**src/rtl/fifo_rd_stream_pkg.sv**
```systemverilog
// Shared constants and helpers for the FIFO read-side streaming stage.
package fifo_rd_stream_pkg;

  localparam int FIFO_WIDTH    = 16;
  localparam int BUF_DEPTH_DEF = 3;
  localparam int CNT_WIDTH_DEF = 16;

  function automatic int clog2_occ(input int depth);
    return $clog2(depth + 1);
  endfunction

endpackage

```
**src/rtl/fifo_rd_stream_buf.sv**
```systemverilog
// Circular prefetch buffer: one write strobe, one pop strobe, occupancy count.
module rd_stream_buf
  import fifo_rd_stream_pkg::*;
#(
  parameter int  WIDTH = FIFO_WIDTH,
  parameter int  DEPTH = BUF_DEPTH_DEF,
  localparam int OCC_W = clog2_occ(DEPTH),
  localparam int PTR_W = $clog2(DEPTH)
) (
  input  logic             clk,
  input  logic             rst,
  input  logic             wr_en,
  input  logic [WIDTH-1:0] wr_data,
  input  logic             pop,
  output logic [OCC_W-1:0] occ,
  output logic             valid,
  output logic [WIDTH-1:0] rd_data
);

  logic [WIDTH-1:0] mem_q [DEPTH];
  logic [WIDTH-1:0] mem_d [DEPTH];
  logic [PTR_W-1:0] wptr_q, wptr_d;
  logic [PTR_W-1:0] rptr_q, rptr_d;
  logic [OCC_W-1:0] occ_q, occ_d;

  // Explicit wrap so non-power-of-two depths never touch unused slots.
  function automatic logic [PTR_W-1:0] ptr_inc(input logic [PTR_W-1:0] p);
    return (p == PTR_W'(DEPTH - 1)) ? '0 : p + PTR_W'(1);
  endfunction

  always_comb begin
    mem_d  = mem_q;
    wptr_d = wptr_q;
    rptr_d = rptr_q;
    occ_d  = occ_q + OCC_W'(wr_en) - OCC_W'(pop);
    if (wr_en) begin
      mem_d[wptr_q] = wr_data;
      wptr_d        = ptr_inc(wptr_q);
    end
    if (pop) begin
      rptr_d = ptr_inc(rptr_q);
    end
  end

  always_ff @(posedge clk) begin
    if (rst) begin
      wptr_q <= '0;
      rptr_q <= '0;
      occ_q  <= '0;
    end else begin
      wptr_q <= wptr_d;
      rptr_q <= rptr_d;
      occ_q  <= occ_d;
    end
  end

  always_ff @(posedge clk) begin
    mem_q <= mem_d;
  end

  assign occ     = occ_q;
  assign valid   = (occ_q != '0);
  assign rd_data = valid ? mem_q[rptr_q] : '0;

endmodule

```
**src/rtl/fifo_rd_stream.sv**
```systemverilog
// Drains a registered-read sync FIFO into a valid/ready stream via a credit-
// limited prefetch buffer; reads never depend combinationally on m_ready.
module fifo_rd_stream
  import fifo_rd_stream_pkg::*;
#(
  parameter int  FIFO_WIDTH = fifo_rd_stream_pkg::FIFO_WIDTH,
  parameter int  BUF_DEPTH  = BUF_DEPTH_DEF,
  parameter int  CNT_WIDTH  = CNT_WIDTH_DEF,
  localparam int OCC_W      = clog2_occ(BUF_DEPTH)
) (
  input  logic                  clk,
  input  logic                  rst,
  input  logic                  fifo_empty,
  input  logic [FIFO_WIDTH-1:0] fifo_dout,
  output logic                  fifo_rd_en,
  output logic                  m_valid,
  output logic [FIFO_WIDTH-1:0] m_data,
  input  logic                  m_ready,
  output logic [CNT_WIDTH-1:0]  xfer_cnt,
  output logic [OCC_W-1:0]      occ
);

  logic                  inflight_q, inflight_d;
  logic [CNT_WIDTH-1:0]  xfer_cnt_q, xfer_cnt_d;
  logic [OCC_W:0]        credit_used;
  logic                  buf_valid;
  logic [FIFO_WIDTH-1:0] buf_data;
  logic                  fire;

  // Credit counts both stored words and the one still in the FIFO's read stage.
  always_comb begin
    credit_used = {1'b0, occ} + {{OCC_W{1'b0}}, inflight_q};
    fifo_rd_en  = !rst && !fifo_empty && (credit_used < (OCC_W + 1)'(BUF_DEPTH));
    m_valid     = !rst && buf_valid;
    m_data      = m_valid ? buf_data : '0;
    fire        = m_valid && m_ready;
    inflight_d  = fifo_rd_en;
    xfer_cnt_d  = xfer_cnt_q + {{(CNT_WIDTH - 1){1'b0}}, fire};
  end

  always_ff @(posedge clk) begin
    if (rst) begin
      inflight_q <= 1'b0;
      xfer_cnt_q <= '0;
    end else begin
      inflight_q <= inflight_d;
      xfer_cnt_q <= xfer_cnt_d;
    end
  end

  rd_stream_buf #(
    .WIDTH (FIFO_WIDTH),
    .DEPTH (BUF_DEPTH)
  ) u_buf (
    .clk     (clk),
    .rst     (rst),
    .wr_en   (inflight_q),
    .wr_data (fifo_dout),
    .pop     (fire),
    .occ     (occ),
    .valid   (buf_valid),
    .rd_data (buf_data)
  );

  assign xfer_cnt = xfer_cnt_q;

  always_ff @(posedge clk) begin
    if (!rst) begin
      assert (credit_used <= (OCC_W + 1)'(BUF_DEPTH));
      assert (!(fifo_rd_en && fifo_empty));
    end
  end

endmodule

```
**config.mk**
```make
export PLATFORM = sky130hd
export DESIGN_NAME = fifo_rd_stream
export DESIGN_NICKNAME = d
export VERILOG_FILES = /design/src/rtl/fifo_rd_stream_pkg.sv /design/src/rtl/fifo_rd_stream_buf.sv /design/src/rtl/fifo_rd_stream.sv
export SDC_FILE = /design/constraint.sdc
export NUM_CORES = 1
export LEC_CHECK = 0
export CORE_MARGIN = 4
export CORE_UTILIZATION = 50
export CTS_CLUSTER_SIZE = 20
export DETAILED_ROUTE_END_ITERATION = 6
export PLACE_DENSITY = 0.78
export SLEW_MARGIN = 30
export SYNTH_ARGS = -nofsm -noshare
export SYNTH_HDL_FRONTEND = slang
export SYNTH_SLANG_ARGS = --single-unit
```
**constraint.sdc**
```tcl
create_clock -name clk -period 3.4 [get_ports clk]
set_input_delay 0.34 -clock clk [delete_from_list [all_inputs] [get_ports clk]]
set_output_delay 0.34 -clock clk [all_outputs]
set_load 0.005 [all_outputs]
```
==> reports/results.ini <==
[outcome]
status = finished clean

[drt]
post_drt_wl_per_cell_um = 15.0
routed_wl_um = 5690
vias = 2037
vias_per_cell = 5.36
dr.pass1.iters = 4
ant_nets = 0
drcViolationCount = 0
drtIter0Drc = 91

[worst_setup_path]
cp_max_fo = 5
timing.rr.start = u_buf.occ[0]
startpoint = u_buf.occ[0]
rr_worst_depth = 10
start_kind = flip-flop
critPathArrivalTime_ns = 2.17
path_class = flip-flop to output pin
critPathCaptureType = output pin
crit_required_ns = 3.06
rrSetupSlack_ns = 0.94
rr_endpoint = xfer_cnt[15]

[min_path]
hold-path-cell-count = 2
min_to = xfer_cnt[15]
hp-start = xfer_cnt[15]
hold_path.class = flip-flop to flip-flop

[floorplanning]
num_io_pins = 56
fp.dieH_um = 83.7
start_util = 0.517
die_area_mm2 = 0.00700
core_mm2 = 0.00554
num_rows = 27
dieWidth_um = 83.7

[timing]
drv_slew = 0
period_minus_slack_ns = 2.51
slew-limit-headroom = 0.653
tns_ns = 0
rsz0062_at_grt = no
final.period_utilization = 0.739
whs_ns = 0.499
fmax_mhz = 398
final-hold-violation-count = 0
tightest_slew_ns = 0.518
fin_worst_skew_ns = 0.00597
finalSetupViolCount = 0

[synth]
synth.net_count = 262
async_flop_share = 0
synth_most_common_cell = edfxtp_1
yosysTopAreaCellShare = 0.503
synth_area_per_cell_um2 = 12.0
ys_types = 31
synth_seq_cells = 71
ys_warn_count = 0
postSynthCellCount = 238
synth_top_cell_by_area = edfxtp_1
synthFlopType = edfxtp_1
synth_seq_area_share = 0.664
ys_top_cells_by_count = 48 x edfxtp_1, 44 x nor2_1, 27 x a21oi_1, 23 x dfxtp_1, 16 x mux2i_1
synth_top_cells_by_area = edfxtp_1 50%, dfxtp_1 16%, nor2_1 5.8%
synth_edf_count = 48
synth_area_mm2 = 0.00286

[clock_network]
clk_path_buf_depth = 2
clock_sinks = 71
post_cts_buffers = 0
ctsResizeCount = 0
hold_buffers = 0
cts.clk_slew.worst_paths_ns = 0.07
tritoncts = yes
cts_root_buf = clkbuf_8
cts_max_level = 3
cts_buffers = 9
insertion_delay_ns = 0.33

[cells_and_area]
nNetsFinal = 327
syn_to_final_growth_pct = 31.3
insertedDiodeCount = 0
drive_above_1_share = 0.101

[run]
cap_viol_max_count = 0

[global_route]
grt.total_usage = 0.164
antenna_found_initial = 0
first_global_vias = 1976
grt_overflow = 0
grt_max_degree = 25
grt_pass1_wl_um = 9070

[placement]
gp_congestion = 0.763
port_buffers = 55
hpwl_um = 3660

[pwr]
power.leakage_nw = 1.29
irDropWorstVdd_uv = 322
power.density_mw_per_mm2 = 482

[cells in the final DEF, fill, tap and decap left out, types with 2 or more instances in the layout]
cell / synthesis / layout
inv_1: 7 / 7
clkbuf_8: 0 / 10
or3_1: 5 / 5
dfxtp_1: 23 / 23
nor2b_1: 3 / 3
xor2_1: 4 / 4
buf_4: 0 / 9
xnor2_1: 6 / 6
nand3_1: 5 / 5
o21ai_0: 7 / 7
nor2_1: 44 / 44
a2111oi_0: 2 / 2
nor4_1: 2 / 2
or3_2: 2 / 2
ha_1: 4 / 4
a21oi_1: 27 / 27
nand2_1: 9 / 9
mux2i_1: 16 / 16
clkdlybuf4s50_1: 0 / 55
nand4_1: 3 / 3
edfxtp_1: 48 / 48
[worst max-delay path, cell delays in order (launching register included)]
cell and delay, ns:
dfxtp_1 0.36, ha_1 0.21, ha_1 0.28, a2111oi_0 0.41, clkdlybuf4s50_1 0.58
[worst max path at each step]
stage,end,slack [ns],cells after the start
after global placement,xfer_cnt[15],0.63,11
after CTS,fifo_rd_en,0.85,4
after floorplan,xfer_cnt[15],1.14,9
after global routing,m_data[7],0.71,6
final,fifo_rd_en,0.89,4
after detailed placement,xfer_cnt[15],0.55,11
[cell type report]
| class | instances | area, um^2 |
|---|---|---|
| multi-input cells | 150 | 905 |
| clock inverters | 4 | 51.3 |
| clock buffers | 12 | 166 |
| repair buffers | 64 | 618 |
| inverters | 7 | 26.3 |
| flip-flops and latches | 71 | 1900 |
| well taps | 72 | 90.1 |
| fillers | 416 | 1780 |
[per-stage QoR]
stage          setup WS, ns  utilization  total power, mW  area (um^2)  instances
4_1_cts               0.848        0.678             1.83         3760        380
3_3_place_gp          0.632        0.639             1.12         3540        364
6_report              0.888        0.678             1.81         3760        380
3_5_place_dp          0.550        0.639             1.13         3540        364
2_1_floorplan          1.14            -             1.04         2860        238
5_1_grt               0.715        0.678             1.88         3760        380
[sequential cells by signal, summed over array words and instances (netlist names)]
signal	count
inflight_q	1
u_buf.rptr_q	2
xfer_cnt	16
u_buf.wptr_q	2
u_buf.occ	2
u_buf.mem_q	48
[cell families after synthesis]
| logic type | synth area share |
|---|---|
| AOI/OAI and AO/OA | 0.0708 |
| DFF | 0.664 |
| muxes | 0.0559 |
| xor gates and xnor gates | 0.0306 |
| buffers and inverters | 0.0232 |
| adders and majority gates | 0.0175 |
| and+or+nand+nor | 0.138 |
[where the power goes]
group	internal [mW]	switching, mW	leakage (nW)	total (mW)
Sequential	0.944	0.0125	0.623	0.956
Clock	0.404	0.300	0.108	0.704
Combinational	0.0805	0.0689	0.554	0.149
Total	1.43	0.382	1.29	1.81
[metal layers]
| metal | GRT usage | share of wire |
|---|---|---|
| met1 | 0.201 | 0.44 |
| met2 | 0.273 | 0.49 |
| met3 | 0.0365 | 0.047 |
| met4 | 0.0804 | 0.016 |
| met5 | 0 | 0 |
(Power assumes the default switching activity.)
